## config.mk

```make
export PLATFORM = sky130hd
export DESIGN_NAME = dma_read_arbiter
export DESIGN_NICKNAME = d
export VERILOG_FILES = /design/src/rtl/dma_read_arbiter.sv
export SDC_FILE = /design/constraint.sdc
export NUM_CORES = 1
export LEC_CHECK = 0
export BUFFER_PORTS_ARGS = -buffer_cell sky130_fd_sc_hd__buf_2
export CAP_MARGIN = 20
export CORE_AREA = 2 2 92 94
export CTS_BUF_LIST = sky130_fd_sc_hd__clkbuf_4
export CTS_CLUSTER_DIAMETER = 150
export DETAILED_ROUTE_END_ITERATION = 8
export DIE_AREA = 0 0 94 96
export HOLD_SLACK_MARGIN = 0.05
export PLACE_DENSITY = 0.95
export SYNTH_ARGS = -nofsm -noshare
export SYNTH_HDL_FRONTEND = slang
export SYNTH_SLANG_ARGS = --single-unit
```

## constraint.sdc

```tcl
create_clock -name clk_dma -period 7.7 [get_ports clk_dma]
set_input_delay 0.385 -clock clk_dma [delete_from_list [all_inputs] [get_ports clk_dma]]
set_output_delay 0.385 -clock clk_dma [all_outputs]
set_load 0.02 [all_outputs]
```

## src/rtl/dma_read_arbiter.sv

```systemverilog
// Two-master Avalon-MM burst-read arbiter with an in-order burst ownership tracker.
// Optional round-robin tie-break is enabled by defining ARB_ROUND_ROBIN_EN.
module dma_read_arbiter #(
    parameter int ADDR_W          = 30,
    parameter int DATA_W          = 32,
    parameter int BURST_W         = 8,
    parameter int MAX_OUTSTANDING = 4
) (
    input  logic               clk_dma,
    input  logic               reset_dma,
    input  logic [ADDR_W-1:0]  m0_addr,
    input  logic               m0_read,
    input  logic [BURST_W-1:0] m0_burstcount,
    output logic               m0_waitrequest,
    output logic [DATA_W-1:0]  m0_readdata,
    output logic               m0_readdatavalid,
    input  logic [ADDR_W-1:0]  m1_addr,
    input  logic               m1_read,
    input  logic [BURST_W-1:0] m1_burstcount,
    output logic               m1_waitrequest,
    output logic [DATA_W-1:0]  m1_readdata,
    output logic               m1_readdatavalid,
    output logic [ADDR_W-1:0]  slv_addr,
    output logic               slv_read,
    output logic [BURST_W-1:0] slv_burstcount,
    input  logic [DATA_W-1:0]  slv_readdata,
    input  logic               slv_readdatavalid,
    input  logic               slv_waitrequest
);

    localparam int PTR_W = $clog2(MAX_OUTSTANDING);
    localparam int CNT_W = PTR_W + 1;

    typedef enum logic [1:0] {
        ARB_IDLE,
        ARB_M0,
        ARB_M1
    } arb_state_t;

    arb_state_t state;

    logic [PTR_W-1:0]   wr_ptr;
    logic [PTR_W-1:0]   rd_ptr;
    logic [CNT_W-1:0]   count;
    logic               trk_id  [MAX_OUTSTANDING];
    logic [BURST_W-1:0] trk_len [MAX_OUTSTANDING];
    logic [BURST_W-1:0] beat_cnt;

    logic               full;
    logic               empty;
    logic               accept;
    logic               push;
    logic               push_id;
    logic               beat;
    logic               pop;
    logic               head_id;
    logic [BURST_W-1:0] head_len;
    logic [BURST_W-1:0] head_last;
    logic               pick_m1;

    assign full  = (count == CNT_W'(MAX_OUTSTANDING));
    assign empty = (count == '0);

    always_comb begin
        slv_addr       = '0;
        slv_read       = 1'b0;
        slv_burstcount = '0;
        m0_waitrequest = 1'b1;
        m1_waitrequest = 1'b1;
        unique case (state)
            ARB_M0: begin
                slv_addr       = m0_addr;
                slv_read       = m0_read;
                slv_burstcount = m0_burstcount;
                m0_waitrequest = slv_waitrequest;
            end
            ARB_M1: begin
                slv_addr       = m1_addr;
                slv_read       = m1_read;
                slv_burstcount = m1_burstcount;
                m1_waitrequest = slv_waitrequest;
            end
            default: begin
            end
        endcase
    end

    assign accept  = slv_read && !slv_waitrequest;
    assign push    = accept;
    assign push_id = (state == ARB_M1);

`ifdef ARB_ROUND_ROBIN_EN
    logic last_grant;

    // On a tie the master that did not win the last acceptance goes next.
    assign pick_m1 = m1_read && (!m0_read || !last_grant);

    always_ff @(posedge clk_dma) begin
        if (!reset_dma) begin
            last_grant <= 1'b1;
        end else if (accept) begin
            last_grant <= push_id;
        end
    end
`else
    assign pick_m1 = m1_read && !m0_read;
`endif

    always_ff @(posedge clk_dma) begin
        if (!reset_dma) begin
            state <= ARB_IDLE;
        end else begin
            unique case (state)
                ARB_IDLE: begin
                    if (!full && (m0_read || m1_read)) begin
                        state <= pick_m1 ? ARB_M1 : ARB_M0;
                    end
                end
                // A master dropping read before acceptance abandons the grant.
                ARB_M0: begin
                    if (accept || !m0_read) begin
                        state <= ARB_IDLE;
                    end
                end
                ARB_M1: begin
                    if (accept || !m1_read) begin
                        state <= ARB_IDLE;
                    end
                end
                default: state <= ARB_IDLE;
            endcase
        end
    end

    assign head_id   = trk_id[rd_ptr];
    assign head_len  = trk_len[rd_ptr];
    assign head_last = (head_len == '0) ? '0 : head_len - BURST_W'(1);

    assign beat = slv_readdatavalid && !empty;
    assign pop  = beat && (beat_cnt == head_last);

    assign m0_readdatavalid = beat && !head_id;
    assign m1_readdatavalid = beat && head_id;
    assign m0_readdata      = slv_readdata;
    assign m1_readdata      = slv_readdata;

    always_ff @(posedge clk_dma) begin
        if (push) begin
            trk_id[wr_ptr]  <= push_id;
            trk_len[wr_ptr] <= slv_burstcount;
        end
    end

    always_ff @(posedge clk_dma) begin
        if (!reset_dma) begin
            wr_ptr   <= '0;
            rd_ptr   <= '0;
            count    <= '0;
            beat_cnt <= '0;
        end else begin
            if (push) begin
                wr_ptr <= wr_ptr + PTR_W'(1);
            end
            if (pop) begin
                rd_ptr <= rd_ptr + PTR_W'(1);
            end
            case ({push, pop})
                2'b10:   count <= count + CNT_W'(1);
                2'b01:   count <= count - CNT_W'(1);
                default: count <= count;
            endcase
            if (pop) begin
                beat_cnt <= '0;
            end else if (beat) begin
                beat_cnt <= beat_cnt + BURST_W'(1);
            end
        end
    end

endmodule
```

==> results of run 1 <==
-- report_power, final --
| part | switching (mW) | leakage [nW] | internal (mW) |
|---|---|---|---|
| Clock | 0.0841 | 0.0426 | 0.0670 |
| Sequential | 0.00109 | 0.535 | 0.314 |
| Combinational | 0.0537 | 1.09 | 0.0437 |
-- cell type report --
| type | count | area (um2) | area share |
|---|---|---|---|
| Inverter | 16 | 60.1 | 0.0147 |
| Clock buffer | 5 | 37.5 | 0.00921 |
| Timing Repair Buffer | 126 | 636 | 0.156 |
| Tap cell | 105 | 131 | 0.0322 |
| Sequential cell | 55 | 1460 | 0.358 |
| Clock inverter | 3 | 38.8 | 0.00951 |
| Multi-Input combinational cell | 213 | 1710 | 0.420 |
-- cell families (layout without fill, tap and decap cells) --
logic type               Yosys count  count (layout)  share of synthesized area
buffers and inverters             95             150                      0.160
AO/OA/AOI/OAI                     73              73                      0.151
AND/OR/NAND/NOR                  103             103                      0.166
XOR/XNOR                          13              13                     0.0301
flip-flops                        55              55                      0.387
multiplexers                      13              13                     0.0672
adder cells (fa/ha/maj)           11              11                     0.0384
-- cells in the final DEF (no fill, tap or decap), types with 3 or more instances in the layout --
master and instances:
buf_2 124, nor2b_1 41, dfxtp_1 19, ha_1 10
clkbuf_4 5, mux2i_1 4, mux4_2 6, o21ai_0 3
nand2_1 7, o211ai_1 3, nand3_1 3, a21oi_1 8
xor2_1 6, xnor2_1 7, nor2_1 17, edfxtp_1 36
inv_1 16, nand2b_1 5, mux4_1 3, a22oi_1 41
and2_1 6, nor3_1 3
-- synth_stat cells, types with 3 or more instances --
master	count	area [um2]
dfxtp_1	19	380
nor3_1	3	15.0
and2_1	6	37.5
nor2b_1	41	257
nand2b_1	5	31.3
a21oi_1	8	40.0
xnor2_1	7	61.3
xor2_1	6	52.6
ha_1	10	125
o211ai_1	3	22.5
mux4_2	6	135
mux2i_1	4	40.0
edfxtp_1	36	1080
buf_4	64	480
a22oi_1	41	308
nor2_1	17	63.8
nand2_1	7	26.3
mux4_1	3	78.8
clkbuf_1	14	52.6
inv_1	16	60.1
o21ai_0	3	15.0
nand3_1	3	15.0
-- worst min-delay path, stage by stage --
cell and delay, ns:
buf_2 0.12, nand4b_1 0.09, a21oi_1 0.06
-- flip-flops by register name (all words and copies together), names as in the netlist, named ones only --
signal	flops
beat_cnt	8
wr_ptr	2
state	2
trk_len	32
trk_id	4
rd_ptr	2
count	3
-- through the flow --
step,hold WS [ns],instances
after floorplan,0.449,363
after global placement,0.458,515
after detailed placement,0.465,515
after CTS,0.303,523
after global routing,0.307,523
final,0.333,523
-- layer usage --
layer  global-route usage  wire, um
met4                0.118       495
met2                0.379      4940
met1                0.198      3040
met3               0.0501       600
met5                    0         0
-- path summary, 6_finish.rpt --
check             startpoint  endpoint  slack (ns)  depth (start not counted)
hold / removal       m0_read  state[0]        0.33                          3
hold reg to reg     state[1]  state[1]        0.49                          2
setup / recovery   flip-flop  count[2]        2.65                         15
setup reg to reg   flip-flop  count[2]        2.65                         15
==> flow_summary.yaml, run 1 <==
run_status:
  run_status: "finished clean"
timing:
  period_share: 0.656
  timing.final.crit_period_ns: 5.05
  max-slew-margin-rel: 0.450
  clock_skew_ns: 0.0198
  tightest_slew_ns: 0.825
  max_freq_mhz: 198
  fin_tns_setup_ns: 0
  setup_viol: 0
  hold_viol: 0
  layout_setup_ws_ns: 2.65
  rsz0062_at_grt: "no"
  maxSlewViolCount: 0
global_route:
  grt_max_degree: 45
  grt_pass1_wl_um: 13900
  antenna_found_initial: 0
  grt_pass1_vias: 2940
  grt_overflow: 0
  grt.total_usage: 0.201
yosys:
  synth_top_flop_cell: "edfxtp_1"
  avgSynthCellArea_um2: 10.4
  yosys.cell_types.count: 57
  yosysSeqAreaShare: 0.387
  async_flop_share: 0
  syn_inst: 363
  syn-num-nets: 488
  yosysWarnings: 0
  synth_edf_count: 36
  ys_seq_elements: 55
  netlist_area_um2: 3780
finish:
  drive_gt1_frac: 0.364
  fin_nets: 542
  design_area_um2: 4080
  antennaDiodeCount: 0
  fillers: 663
  syn_to_final_growth_pct: 7.91
  post-route-util: 0.506
place:
  portBuffers: 124
  dp_slack_ns: 2.70
  gp_congestion: 0.862
  postPlaceCellArea_um2: 4000
  hpwl_um: 7340
floorplan:
  io_pins: 221
  die_h_um: 96
  chipWidth_um: 94
  die_area_um2: 9020
  coreArea_um2: 8050
  initial_core_util: 0.469
  row_count: 33
cts:
  cts_resized: 0
  htree_num_levels: 2
  cts.path.max_buffers: 2
  cts.sinks: 55
  clk_transition_reported_paths_ns: 0.15
  cts_buffers: 5
  clkLatencyLatePin_ns: 0.36
  cts_hold_repair.buffers: 0
  cts_tree: "yes"
  cts-root-buf: "clkbuf_4"
  cts_setup_buffers: 0
pwr:
  p_per_area_nw_per_um2: 138
  power.leakage_nw: 1.66
  peakVddDrop_v: 0.0000879
  p_total_mw: 0.564
worst_setup_path:
  crit_type: "flip-flop to flip-flop"
  timing.critical_path.mode_cell: "inv_1"
  cp.required_ns: 8.00
  worstSetupStartpointType: "flip-flop"
  crit_slowest_cell: "mux4_1"
  timing.critical_path.max_delay_family: "simple AND/OR/NAND/NOR gates"
  worst_setup_path_end_kind: "flip-flop"
  worstPathArrival_ns: 5.35
  path_max_fanout: 9
  crit_chain: "mux4_1 -> inv_1 -> ha_1 -> inv_1 -> nor3_2 -> a32o_1 -> o211ai_1 -> a221o_1 -> nor4_2 -> ha_1 -> inv_1 -> fa_1 -> xor2_1 -> or3_1 -> a21oi_1"
  path_buf_inv: 3
  worst_path_largest_cell_delay_ns: 0.74
routing:
  vias: 2926
  dr.first_iter.drc_count: 195
  firstDrtPassIters: 4
  avgRoutedWirePerCell_um: 17.3
  wirelength_um: 9070
  drt-vias-per-instance: 5.59
  drc_errors: 0
  ant_nets: 0
min_path:
  hold_path.class: "input port to flip-flop"
flow_run:
  cap_violations: 0
Note: power is estimated with default switching activity, not from simulation.
==> run 2, diff against run 1 <==
==> config.mk (replaced) <==
export PLATFORM = sky130hd
export DESIGN_NAME = dma_read_arbiter
export DESIGN_NICKNAME = d
export VERILOG_FILES = /design/src/rtl/dma_read_arbiter.sv
export SDC_FILE = /design/constraint.sdc
export NUM_CORES = 1
export LEC_CHECK = 0
export ABC_AREA = 1
export BUFFER_PORTS_ARGS = -buffer_cell sky130_fd_sc_hd__buf_2
export CAP_MARGIN = 20
export CORE_AREA = 2 2 94 96
export CTS_BUF_LIST = sky130_fd_sc_hd__clkbuf_4
export CTS_CLUSTER_DIAMETER = 150
export DETAILED_ROUTE_END_ITERATION = 8
export DIE_AREA = 0 0 96 98
export HOLD_SLACK_MARGIN = 0.05
export PLACE_DENSITY = 0.94
export SYNTH_ARGS = -nofsm -noshare
export SYNTH_HDL_FRONTEND = slang
export SYNTH_SLANG_ARGS = --single-unit
==> constraint.sdc (replaced) <==
create_clock -name clk_dma -period 5 [get_ports clk_dma]
set_input_delay 0.25 -clock clk_dma [delete_from_list [all_inputs] [get_ports clk_dma]]
set_output_delay 0.25 -clock clk_dma [all_outputs]
set_load 0.02 [all_outputs]
==> run 2 against run 1 <==
Compared with the run above:
- sequential power increased by 64%
- die area increased by 4.3%
- first-iteration DRC count decreased by 24%
- synthesized area decreased by 0.60%
- flip-flop and latch count unchanged
- clock skew about the same
- utilization decreased by 2.8 points
- critical path type unchanged
- highest routed layer unchanged
==> flow_summary.yaml, run 2 <==
run_status:
  run_status: "finished clean"
cts:
  htree_num_levels: 2
  cts_tree: "yes"
  cts.sinks: 55
  clk_transition_reported_paths_ns: 0.16
  clkLatencyLatePin_ns: 0.38
  cts_setup_buffers: 0
  cts_hold_repair.buffers: 0
  cts_resized: 0
  cts.path.max_buffers: 2
  cts-root-buf: "clkbuf_4"
  cts_buffers: 5
yosys:
  synth_top_area_cell: "edfxtp_1"
  synth_edf_count: 36
  syn_inst: 506
  async_flop_share: 0
  avgSynthCellArea_um2: 7.42
  yosysMostFrequentCell: "nand2_1"
  netlist_area_um2: 3760
  synth.area.top_cells: "edfxtp_1, nand2_1, buf_4"
  yosysWarnings: 0
  ys_top_cells_by_count: "nand2_1, buf_4, a21oi_1"
  yosysSeqAreaShare: 0.389
  yosys.cell_types.count: 31
  synth_top_cell_area_share: 0.288
  syn-num-nets: 631
  synth_top_flop_cell: "edfxtp_1"
  ys_seq_elements: 55
timing:
  clock_skew_ns: 0.0193
  max_freq_mhz: 265
  rsz0062_at_grt: "no"
  hold_viol: 0
  timing.final.crit_period_ns: 3.77
  maxSlewViolCount: 0
  max-slew-margin-rel: 0.443
  layout_setup_ws_ns: 1.23
  tightest_slew_ns: 0.832
  setup_viol: 0
  holdWs_ns: 0.197
  period_share: 0.755
  fin_tns_setup_ns: 0
finish:
  fillers: 781
  syn_to_final_growth_pct: 7.83
  final_cell_mix: "nand2_1, buf_2, a21oi_1"
  reg_top3: "trk_len: 32 flops, beat_cnt: 8 flops, trk_id: 4 flops"
  regMostFlops: "trk_len"
  layout_commonest_cell: "nand2_1"
  drive_gt1_frac: 0.264
  fin_nets: 684
  largest_register_ffs: 32
worst_setup_path:
  endpoint: "count[2]"
  critical_path_cell_count: 22
  cp.required_ns: 5.29
  timing.critical_path.max_delay_family: "simple AND/OR/NAND/NOR gates"
  path_max_fanout: 19
  worstSetupStartpointType: "flip-flop"
  worst_path_largest_cell_delay_ns: 0.73
  crit_type: "flip-flop to flip-flop"
  rr_worst_depth: 22
  worst_setup_path_end_kind: "flip-flop"
  worstPathArrival_ns: 4.06
  crit_slowest_cell: "dfxtp_1"
  timing.critical_path.mode_cell: "nand2_1"
  r2r-end: "count[2]"
  rrSetupSlack_ns: 1.23
  path_buf_inv: 2
  crit_chain: "inv_4 -> nand2_1 -> nand3_1 -> nand2_2 -> ha_1 -> nand2_1 -> nor2_2 -> nand2_2 -> nand2_1 -> nand2_1 -> nand2_1 -> nand3_1 -> nor2_2 -> nand3_2 -> nor2_2 -> ha_1 -> inv_1 -> fa_1 -> a21oi_1 -> o21ai_0 -> o21ai_0 -> a21oi_1"
floorplan:
  die_area_um2: 9410
  io_pins: 221
  coreArea_um2: 8470
  initial_core_util: 0.444
  chipWidth_um: 96
  row_count: 34
  die_h_um: 98
routing:
  drt-vias-per-instance: 4.87
  firstDrtPassIters: 5
  vias: 3256
  avgRoutedWirePerCell_um: 13.2
  drc_errors: 0
  dr.first_iter.drc_count: 149
  wirelength_um: 8840
  ant_nets: 0
global_route:
  grt.total_usage: 0.191
  antenna_found_initial: 0
  grt_max_degree: 44
  grt_pass1_wl_um: 14100
  grt_overflow: 0
  grt_pass1_vias: 3000
min_path:
  hold_path.class: "input port to flip-flop"
  hold_start: "reset_dma"
pwr:
  power.leakage_nw: 1.84
  p_per_area_nw_per_um2: 302
  peakVddDrop_v: 0.000147
  p_total_mw: 1.22
place:
  dp_slack_ns: 1.28
  hpwl_um: 7000
  portBuffers: 124
  gp_congestion: 0.880
flow_run:
  cap_violations: 0
run 2: cell count changes after synthesis, moves of 11 or more:
cell / previous run / this run
nor2b_1: 41 / 0
nor2_1: 17 / 28
a22oi_1: 41 / 0
nand3_1: 3 / 31
nand2_1: 7 / 167
inv_1: 16 / 44
a21oi_1: 8 / 46
run 2: area by class of cell:
type                            instances  area [um2]  share of cell area
Antenna cell                            1        2.50            0.000618
Clock buffer                            6        45.0              0.0111
Clock inverter                          2        36.3             0.00896
Inverter                               46         178              0.0439
Multi-Input combinational cell        323        1540               0.381
Sequential cell                        55        1460               0.361
Tap cell                              108         135              0.0334
Timing Repair Buffer                  128         651               0.161
run 2: worst min path at each step:
stage | to | slack (ns) | depth (start not counted)
CTS | flip-flop | 0.18 | 3
detailed placement | count[0] | 0.44 | 1
global placement | count[0] | 0.43 | 1
global route | count[0] | 0.18 | 3
floorplan | flip-flop | 0.38 | 2
finish | flip-flop | 0.20 | 3
run 2: cells by family (layout without fill, tap and decap cells):
logic type / count (synthesis) / in the layout / share of synthesized area
simple gates: 243 / 243 / 0.265
flops: 55 / 55 / 0.389
compound gates: 62 / 62 / 0.0899
other cells: 0 / 1 / 0
xor+xnor: 7 / 7 / 0.0163
buf+inv: 128 / 182 / 0.201
fa+ha+maj: 11 / 11 / 0.0386
run 2: layer usage:
layer | vias up | part of all wire | wire (um) | track usage
li1 | 1659 | - | - | -
met1 | 1408 | 0.37 | 3310 | 0.212
met2 | 165 | 0.50 | 4440 | 0.334
met3 | 24 | 0.076 | 671 | 0.0509
met4 | 0 | 0.047 | 418 | 0.0846
met5 | - | 0 | 0 | 0
run 2: where the power goes:
part           internal [mW]  leakage (nW)  total [mW]  switching [mW]
combinational          0.136          1.32       0.458           0.321
clock                  0.112        0.0462       0.248           0.136
sequential             0.510         0.482       0.518         0.00775
run 2: worst reg2reg max path: stages (launching register included):
cell and delay, ns:
dfxtp_1 0.73, inv_4 0.19, nand2_1 0.10, nand3_1 0.08
nand2_2 0.14, ha_1 0.22, nand2_1 0.09, nor2_2 0.16
nand2_2 0.17, nand2_1 0.12, nand2_1 0.06, nand2_1 0.07
nand3_1 0.09, nor2_2 0.14, nand3_2 0.11, nor2_2 0.12
ha_1 0.15, inv_1 0.07, fa_1 0.38, a21oi_1 0.15
o21ai_0 0.12, o21ai_0 0.16, a21oi_1 0.05
run 2: stage by stage:
step,instance area [um2],utilization,cells
finish,4050,0.478,669
detailed placement,3970,0.469,660
CTS,4050,0.478,668
floorplan,3760,-,506
global route,4050,0.478,668
global placement,3970,0.469,660
